$ cat config.mk
export PLATFORM = sky130hd
export DESIGN_NAME = mp_add_ctrl
export DESIGN_NICKNAME = d
export VERILOG_FILES = /design/src/rtl/mp_add_ctrl_pkg.sv /design/src/rtl/adder.sv /design/src/rtl/mp_add_ctrl.sv
export SDC_FILE = /design/constraint.sdc
export NUM_CORES = 1
export LEC_CHECK = 0
export BUFFER_PORTS_ARGS = -buffer_cell sky130_fd_sc_hd__buf_4
export CORE_ASPECT_RATIO = 1.4
export CORE_MARGIN = 3
export CORE_UTILIZATION = 30
export CTS_CLUSTER_SIZE = 28
export DETAILED_ROUTE_END_ITERATION = 7
export GPL_ROUTABILITY_DRIVEN = 0
export SKIP_CTS_REPAIR_TIMING = 1
export SYNTH_ARGS = -nofsm -noshare
export SYNTH_HDL_FRONTEND = slang
export SYNTH_SLANG_ARGS = --single-unit
$ cat constraint.sdc
create_clock -name clk -period 6.6 [get_ports clk]
set_input_delay 1.32 -clock clk [delete_from_list [all_inputs] [get_ports clk]]
set_output_delay 1.32 -clock clk [all_outputs]
set_load 0.1 [all_outputs]
$ cat src/rtl/mp_add_ctrl_pkg.sv
// Shared definitions for the multi-precision add/subtract sequencer:
// FSM state encoding and the chunk-index width helper.
package mp_add_ctrl_pkg;

  localparam logic [1:0] ST_IDLE = 2'd0;
  localparam logic [1:0] ST_RUN  = 2'd1;
  localparam logic [1:0] ST_DONE = 2'd2;

  typedef enum logic [1:0] {
    StIdle = ST_IDLE,
    StRun  = ST_RUN,
    StDone = ST_DONE
  } state_e;

  // A single-chunk configuration still needs a 1-bit index register.
  function automatic int unsigned idx_w(input int unsigned chunks);
    return (chunks <= 1) ? 1 : $clog2(chunks);
  endfunction

endpackage

$ cat src/rtl/adder.sv
// Narrow WIDTH-bit ripple-carry adder shared by the multi-precision sequencer.
module adder #(
  parameter int unsigned WIDTH = 6
) (
  input  logic [WIDTH-1:0] A,
  input  logic [WIDTH-1:0] B,
  input  logic             Cin,
  output logic [WIDTH-1:0] Sum,
  output logic             Cout
);

  always_comb begin
    logic [WIDTH:0] carry;
    carry    = '0;
    Sum      = '0;
    carry[0] = Cin;
    for (int i = 0; i < int'(WIDTH); i++) begin
      Sum[i]       = A[i] ^ B[i] ^ carry[i];
      carry[i+1]   = (A[i] & B[i]) | (carry[i] & (A[i] ^ B[i]));
    end
    Cout = carry[WIDTH];
  end

endmodule

$ cat src/rtl/mp_add_ctrl.sv
// Multi-precision add/subtract sequencer: streams CHUNKS*WIDTH-bit operands through one
// WIDTH-bit adder, LSB chunk first, with a registered inter-chunk carry.
module mp_add_ctrl
  import mp_add_ctrl_pkg::*;
#(
  parameter int unsigned WIDTH  = 6,
  parameter int unsigned CHUNKS = 4
) (
  input  logic                    clk,
  input  logic                    rst,
  input  logic                    start_valid,
  output logic                    start_ready,
  input  logic [WIDTH*CHUNKS-1:0] op_a,
  input  logic [WIDTH*CHUNKS-1:0] op_b,
  input  logic                    op_cin,
  input  logic                    op_sub,
  output logic                    res_valid,
  input  logic                    res_ready,
  output logic [WIDTH*CHUNKS-1:0] sum,
  output logic                    cout,
  output logic                    busy
);

  localparam int unsigned N    = WIDTH * CHUNKS;
  localparam int unsigned IdxW = idx_w(CHUNKS);
  localparam logic [IdxW-1:0] LastIdx = IdxW'(CHUNKS - 1);

  state_e            state_q;
  logic [IdxW-1:0]   idx_q;
  logic              carry_q;
  logic [N-1:0]      a_q;
  logic [N-1:0]      b_q;
  logic [N-1:0]      sum_q;
  logic              cout_q;
  logic              res_valid_q;
  logic              start_ready_q;
  logic              busy_q;

  logic [WIDTH-1:0]  add_a;
  logic [WIDTH-1:0]  add_b;
  logic [WIDTH-1:0]  add_sum;
  logic              add_cout;

  // Chunk selector feeding the shared adder.
  always_comb begin
    add_a = '0;
    add_b = '0;
    for (int unsigned c = 0; c < CHUNKS; c++) begin
      if (idx_q == c[IdxW-1:0]) begin
        add_a = a_q[c*WIDTH +: WIDTH];
        add_b = b_q[c*WIDTH +: WIDTH];
      end
    end
  end

  adder #(
    .WIDTH (WIDTH)
  ) u_adder (
    .A    (add_a),
    .B    (add_b),
    .Cin  (carry_q),
    .Sum  (add_sum),
    .Cout (add_cout)
  );

  // Subtraction is A + ~B + ~cin, so B and the carry are pre-inverted at accept time.
  always_ff @(posedge clk or posedge rst) begin
    if (rst) begin
      state_q       <= StIdle;
      idx_q         <= '0;
      carry_q       <= 1'b0;
      a_q           <= '0;
      b_q           <= '0;
      sum_q         <= '0;
      cout_q        <= 1'b0;
      res_valid_q   <= 1'b0;
      start_ready_q <= 1'b1;
      busy_q        <= 1'b0;
    end else begin
      unique case (state_q)
        StIdle: begin
          if (start_valid) begin
            a_q           <= op_a;
            b_q           <= op_b ^ {N{op_sub}};
            carry_q       <= op_cin ^ op_sub;
            idx_q         <= '0;
            state_q       <= StRun;
            start_ready_q <= 1'b0;
            busy_q        <= 1'b1;
          end
        end
        StRun: begin
          for (int unsigned c = 0; c < CHUNKS; c++) begin
            if (idx_q == c[IdxW-1:0]) begin
              sum_q[c*WIDTH +: WIDTH] <= add_sum;
            end
          end
          carry_q <= add_cout;
          if (idx_q == LastIdx) begin
            cout_q      <= add_cout;
            idx_q       <= '0;
            state_q     <= StDone;
            res_valid_q <= 1'b1;
          end else begin
            idx_q <= idx_q + IdxW'(1);
          end
        end
        StDone: begin
          if (res_ready) begin
            state_q       <= StIdle;
            res_valid_q   <= 1'b0;
            start_ready_q <= 1'b1;
            busy_q        <= 1'b0;
          end
        end
        default: begin
          state_q       <= StIdle;
          res_valid_q   <= 1'b0;
          start_ready_q <= 1'b1;
          busy_q        <= 1'b0;
        end
      endcase
    end
  end

  assign start_ready = start_ready_q;
  assign res_valid   = res_valid_q;
  assign busy        = busy_q;
  assign sum         = sum_q;
  assign cout        = cout_q;

endmodule

Word level (Yosys, flattened, before mapping) --
Cells that the tools add are included.
Word-level totals: register bits 81, bits of input ports 54
Operators by class: add/subtract/negate cells 1, equality and inequality tests 8, bitwise logic cells 34, reductions and logical operators 12, muxes and demuxes 25
Operator list (count):
- 2-to-1 mux 6 bit | 8
- bitwise XOR 24 bit | 1
- bitwise XOR 1 bit | 13
- AND 1 bit | 12
- AND reduction 2 bit | 6
- 2-to-1 mux 2 bit | 5
- case mux 1 bit (3 select lines) | 3
- AND reduction 3 bit | 3
- == test 2 bit, second input constant | 3
- 2-to-1 mux 1 bit | 6
- != test 2 bit, second input constant | 3
- OR 1 bit | 6
- case mux 2 bit (3 select lines) | 1
- == test 2 x 1 -> 1 bit, second input constant | 2
- logical NOT 2 bit | 2
- case mux 2 bit (2 select lines) | 1
- adder 2 x 1 -> 2 bit, second input constant | 1
- NOT 1 bit | 2
- case mux 1 bit (2 select lines) | 1
- nonzero test 2 bit | 1

Longest topological paths before layout --
Gate-level depths: netlist (run 1).
word-level depth 19, mapped depth 17, gate-level depth less buffers 15

By module --
A second synthesis (run 1) with hierarchy kept.
Second synthesis, totals: cells, all modules 384, area, all modules 3938.8 um^2
By module, submodules not included:
- mp_add_ctrl | area an instance 3781.1 um^2, instances 1, cells an instance 368, sequential area each 2028.2 um^2
- adder | area an instance 157.7 um^2, instances 1, cells an instance 16, sequential area each 0.0 um^2

Least setup slack after synthesis (run 1) --
Ideal clock, no wire load.
kind reg2reg, start reg idx_q[0], end reg sum_q[11], in the netlist sum[11], cell stages (with the launch flop) 18, path slack 2.826 ns, buffers on the path 2, setup time 0.126 ns, arrival time 3.648 ns, period minus slack after synthesis 3.774 ns, data required time 6.474 ns, cell sequence dfrtp_1 inv_1 ha_1 clkbuf_2 nor2b_1 clkbuf_1 a221o_1 a22oi_1 fa_1 inv_1 fa_1 fa_1 inv_1 fa_1 fa_1 inv_1 fa_1 mux2_2
On the way: word-level cells in the longest chain between the ends 17, elaborated cells on any way between the ends 35
RTL lines:
- start, declared | RTL line mp_add_ctrl.sv:29 | logic [IdxW-1:0] idx_q;
- start signal, assigned | RTL line mp_add_ctrl.sv:105 | idx_q <= idx_q + IdxW'(1);
- logical NOT 2 bit | RTL line mp_add_ctrl.sv:49 | if (idx_q == c[IdxW-1:0]) begin
- 2-to-1 mux 6 bit (4 in series) | RTL line mp_add_ctrl.sv:49
- bitwise XOR 1 bit | RTL line adder.sv:19 | carry[i+1] = (A[i] & B[i]) | (carry[i] & (A[i] ^ B[i]));
- AND 1 bit | RTL line adder.sv:19
- OR 1 bit | RTL line adder.sv:19
- AND 1 bit | RTL line adder.sv:19
- OR 1 bit | RTL line adder.sv:19
- AND 1 bit | RTL line adder.sv:19
- OR 1 bit | RTL line adder.sv:19
- AND 1 bit | RTL line adder.sv:19
- OR 1 bit | RTL line adder.sv:19
- AND 1 bit | RTL line adder.sv:19
- OR 1 bit | RTL line adder.sv:19
- bitwise XOR 1 bit * | RTL line adder.sv:18 | Sum[i] = A[i] ^ B[i] ^ carry[i];
- net add_sum[5] | RTL line mp_add_ctrl.sv:41 | logic [WIDTH-1:0] add_sum;
- end signal, assigned by index | RTL line mp_add_ctrl.sv:95 | sum_q[c*WIDTH +: WIDTH] <= add_sum;
- end, declared | RTL line mp_add_ctrl.sv:33 | logic [N-1:0] sum_q;
Mark *: on every way through the listed nets, which the timed path passes. The rest lies on a longest branch. A chain may end at the register's enable or synchronous reset.

Worst setup path in the final report (run 1) --
Same ends and word-level chain as after synthesis.

==> flow_metrics.env, run 1 <==
export IMPL_cts_max_level=3
export IMPL_grt_pass1_vias=2977
export IMPL_finish_instance_area_um2=4805
export IMPL_layout_nets=520
export IMPL_finalWirelength_mm=8.954
export IMPL_routedWlPerCell_um=14.73
export IMPL_startpoint_type="flop"
export IMPL_ys_ff_latch=81
export IMPL_root_buffer="clkbuf_16"
export IMPL_outcome="complete, no violations"
export IMPL_hold_path_class="flop to flop"
export IMPL_final_layout_size_suffix_gt1_share_pct=28.38
export IMPL_worstMarginPinSlew_ns=0.9977
export IMPL_rr_startpoint="idx_q[0]"
export IMPL_startpoint="idx_q[0]"
export IMPL_crit_arrival_ns=4.42
export IMPL_rows=48
export IMPL_cap_viol_max_count=0
export IMPL_dieArea_um2=14370
export IMPL_overflow=0
export IMPL_critPathRequiredTime_ns=6.81
export IMPL_core_area_um2=12490
export IMPL_report_final_slew_viol_count=0
export IMPL_drc=0
export IMPL_r2r_slack_ns=2.39
export IMPL_ff2ff_path_depth=14
export IMPL_grt_pass1_wl_mm=14.89
export IMPL_syn_nets=451
export IMPL_grt_max_degree=82
export IMPL_synthToLayoutAreaGrowth_pct=23.67
export IMPL_cts_tree="built"
export IMPL_start_util_pct=31.10
export IMPL_fp_dieH_um=140.6
export IMPL_final_common_cell="nand2_1"
export IMPL_worstSetupPathType="flop to flop"
export IMPL_path_max_fanout=19
export IMPL_finalHoldViolCount=0
export IMPL_min_period_over_period_pct=63.73
export IMPL_dp_hpwl_mm=6.852
export IMPL_antenna_left=0
export IMPL_antenna_found_initial=0
export IMPL_die_width_um=102.2
export IMPL_fmax_mhz=237.7
export IMPL_vias_per_cell=4.679
export IMPL_antenna_cells=0
export IMPL_cts_sinks=81
export IMPL_critPathCaptureType="flop"
export IMPL_cts_buffers=9
export IMPL_first_iter_violations=158
export IMPL_yosysUniqueCellTypes=32
export IMPL_ys_warn_count=0
export IMPL_insertion_delay_ns=0.33
export IMPL_maxSlewHeadroom_pct=33.49
export IMPL_avgSynthCellArea_um2=10.04
export IMPL_nFillCells=1246
export IMPL_rsz0062_at_grt="false"
export IMPL_most_common_layout_cells="nand2_1, buf_4, dfrtp_1"
export IMPL_reg2reg_to="sum[11]"
export IMPL_io_pins=82
export IMPL_ys_seq_area_share_pct=52.21
export IMPL_layout_min_cycle_time_ns=4.206
export IMPL_grtUsageTotal_pct=13.36
export IMPL_dpl_cell_area_um2=4553
export IMPL_dr_pass1_iters=4
export IMPL_fin_skew_ns=0.003464
export IMPL_finalSetupTns_ns=0
export IMPL_clk_pin_slew_worst_paths_ns=0.05
export IMPL_synthCells=387
export IMPL_crit_end="sum[11]"
export IMPL_setup_viol=0
export IMPL_vias=2845
export IMPL_cts_max_path_buffers=2
export IMPL_io_buffers=81
export IMPL_synth_area_um2=3885
final cells by class:
cell class                 instances  area (µm²)  share of cell area [%]
clock buffer                      12       246.5                   5.130
clock inverter                     1       5.005                  0.1042
inverter                          16       61.31                   1.276
multi-input combinational        264        1645                   34.24
sequential                        81        2028                   42.21
tap                              150       187.7                   3.906
timing repair buffer              84       630.6                   13.12
flip-flops by register name (all words and copies together), names as in the netlist:
signal / count
a_q: 24
b_q: 24
busy: 1
carry_q: 1
cout: 1
idx_q: 2
res_valid: 1
start_ready: 1
state_q: 2
sum: 24
cells by family (layout without fill, tap and decap cells):
group | Yosys count | after routing | share of synthesized area [%]
buffers and inverters | 42 | 113 | 5.604
AND/OR/NAND/NOR | 134 | 134 | 14.33
XOR/XNOR | 25 | 25 | 5.636
adder cells (fa/ha/maj) | 10 | 10 | 4.380
multiplexers | 13 | 13 | 3.768
flip-flops | 81 | 81 | 52.21
AO/OA/AOI/OAI | 82 | 82 | 14.07
synthesized netlist by cell type:
library cell	count	area share, %
clkbuf_1	8	0.77
nand3_2	1	0.26
a21oi_1	14	1.8
o21ai_1	2	0.26
buf_6	5	1.4
fa_1	6	3.1
nor2b_1	6	0.97
nor3b_2	1	0.32
inv_1	16	1.5
buf_2	8	1.0
dfstp_2	1	0.68
a221oi_1	4	0.90
nor2_1	1	0.097
mux2_2	13	3.8
a22oi_1	6	1.2
a22o_1	2	0.45
nand2_1	118	11
ha_1	4	1.3
o21ai_0	27	3.5
dfrtp_1	80	52
xnor2_1	19	4.3
nand2b_1	1	0.16
nand3b_1	4	0.77
nor3_1	1	0.13
clkbuf_2	1	0.13
a221o_1	4	1.0
buf_4	3	0.58
xor2_1	6	1.4
o21ai_2	17	3.8
or3b_1	1	0.23
o31ai_1	6	1.2
buf_1	1	0.097
per-layer routing:
metal,share of wire [%],vias up,global-route usage (%),wire length (µm)
met3,4.5,20,3.020,407
li1,-,1412,-,-
met2,51,77,22.20,4536
met4,2.9,0,5.598,263
met5,0,-,0,0
met1,42,1336,16.51,3748
worst max-delay path: stages, from the launching register on:
cell,delay (ns)
dfrtp_1,0.43
ha_1,0.42
nor2b_1,0.43
a221o_1,0.23
a22oi_1,0.09
fa_1,0.44
inv_1,0.07
fa_1,0.18
fa_1,0.17
inv_1,0.05
fa_1,0.39
fa_1,0.37
inv_1,0.08
fa_1,0.45
mux2_2,0.29
metrics by stage:
step | hold slack (ns) | setup WS (ns) | cells | utilization [%]
after floorplan | 0.4449 | 2.826 | 387 | -
after global placement | 0.4531 | 2.545 | 595 | 36.45
after detailed placement | 0.4596 | 2.399 | 595 | 36.45
after CTS | 0.4683 | 2.393 | 608 | 38.46
after global routing | 0.4887 | 2.118 | 608 | 38.46
final | 0.4635 | 2.394 | 608 | 38.46
worst min path at each step:
stage                      from  slack (ns)  depth (start not counted)           to
floorplan               a_q[23]        0.44                          2      a_q[23]
global placement    start_ready        0.45                          2  start_ready
detailed placement  start_ready        0.46                          2  start_ready
CTS                 start_ready        0.47                          2  start_ready
global route        start_ready        0.49                          2  start_ready
finish              start_ready        0.46                          2  start_ready
Power of run 1 is not shown: default switching activity piles up to over one toggle a cycle in this logic, so the estimate is an artifact.
==> run 2, diff against run 1 <==
Clock period 6.6 ns to 4.35 ns, I/O delays scaled along.
==> run 2 against run 1 <==
Final area rose by 2.0%. Count of clock-buffer cells in the layout fell by 2. Register-to-register slack got worse by 2.0 ns. Clock skew rose by 0.0039 ns. Die area did not move. Critical endpoint unchanged.
==> flow_metrics.env, run 2 (same netlist as run 1, synthesis figures left out) <==
export IMPL_outcome="complete, no violations"
export IMPL_io_buffers=81
export IMPL_hold_ws_ns=0.4651
export IMPL_worstSetupPathType="flop to flop"
export IMPL_cts_tree="built"
export IMPL_finalSetupTns_ns=0
export IMPL_r2r_slack_ns=0.40
export IMPL_rr_startpoint="idx_q[0]"
export IMPL_vias_per_cell=4.706
export IMPL_hold_path_class="flop to flop"
export IMPL_startpoint="idx_q[0]"
export IMPL_critPathSlowestCell="ha_1"
export IMPL_antenna_left=0
export IMPL_finish_instance_area_um2=4902
export IMPL_maxSlewHeadroom_pct=34.85
export IMPL_antenna_cells=0
export IMPL_start_util_pct=31.10
export IMPL_io_pins=82
export IMPL_worstMarginPinSlew_ns=0.9761
export IMPL_layout_min_cycle_time_ns=3.947
export IMPL_antenna_found_initial=0
export IMPL_whs_path_depth=2
export IMPL_overflow=0
export IMPL_cts_max_path_buffers=2
export IMPL_cts_max_level=3
export IMPL_rows=48
export IMPL_path_max_fanout=16
export IMPL_dpl_cell_area_um2=4583
export IMPL_setup_viol=0
export IMPL_grt_max_degree=62
export IMPL_die_width_um=102.2
export IMPL_critPathRequiredTime_ns=4.57
export IMPL_finalHoldViolCount=0
export IMPL_final_setup_worst_slack_ns=0.4026
export IMPL_cts_buffers=9
export IMPL_rsz0062_at_grt="false"
export IMPL_whs_endpoint="start_ready"
export IMPL_dp_hpwl_mm=7.136
export IMPL_final_layout_size_suffix_gt1_share_pct=29.68
export IMPL_fp_dieH_um=140.6
export IMPL_drc=0
export IMPL_fmax_mhz=253.3
export IMPL_first_iter_violations=161
export IMPL_report_final_slew_viol_count=0
export IMPL_slowest_delay_ns=0.50
export IMPL_cap_viol_max_count=0
export IMPL_min_from="start_ready"
export IMPL_insertion_delay_ns=0.34
export IMPL_synthToLayoutAreaGrowth_pct=26.18
export IMPL_most_common_layout_cells="nand2_1, buf_4, dfrtp_1"
export IMPL_worstPathCellList="inv_1 > ha_1 > buf_4 > a221oi_1 > o31ai_1 > fa_1 > fa_1 > inv_1 > fa_1 > fa_1 > inv_1 > fa_1 > mux2_2"
export IMPL_grtUsageTotal_pct=13.84
export IMPL_finalWirelength_mm=9.310
export IMPL_core_area_um2=12490
export IMPL_final_common_cell="nand2_1"
export IMPL_ff2ff_path_depth=13
export IMPL_reg2reg_to="sum[11]"
export IMPL_path_common_cell="fa_1"
export IMPL_clk_pin_slew_worst_paths_ns=0.06
export IMPL_crit_arrival_ns=4.17
export IMPL_grt_pass1_wl_mm=15.24
export IMPL_layout_nets=524
export IMPL_vias=2894
export IMPL_fin_skew_ns=0.007350
export IMPL_grt_pass1_vias=3078
export IMPL_root_buffer="clkbuf_16"
export IMPL_critPathCaptureType="flop"
export IMPL_min_period_over_period_pct=90.75
export IMPL_cts_sinks=81
export IMPL_dr_pass1_iters=4
export IMPL_place_worst_setup_slack_ns=0.4472
export IMPL_routedWlPerCell_um=15.14
export IMPL_dieArea_um2=14370
export IMPL_startpoint_type="flop"
run 2: worst max path at each step:
stage                   end
finish              sum[11]
global route        sum[17]
CTS                 sum[11]
detailed placement  sum[11]
global placement    sum[23]
floorplan           sum[11]
run 2: critical path, delay by kind of cell, from the launching register on:
family	cells	cell delay, ns
AOI/OAI and AO/OA	2	0.45
adders and majority gates	6	2.14
buffers and inverters	4	0.50
DFF	1	0.44
muxes	1	0.28
run 2: metrics by stage:
stage                     cells  utilization [%]
after floorplan             387                -
after detailed placement    599            36.69
after global routing        615            39.24
final                       615            39.24
after global placement      599            36.69
after CTS                   615            39.24
run 2: layout make-up:
type / instances / area (µm²)
clock buffer: 10 / 229.0
clock inverter: 6 / 90.09
fill: 1259 / 7590
inverter: 16 / 61.31
multi-input combinational: 264 / 1645
sequential: 81 / 2028
tap: 150 / 187.7
timing repair buffer: 88 / 660.6
run 2: layer usage:
metal	up-vias	GRT usage, %	part of all wire [%]
met5	-	0	0
met4	0	7.533	3.3
met3	23	2.129	4.4
met2	86	23.23	51
met1	1367	16.75	41
li1	1418	-	-
Power of run 2 is left out for the same reason.
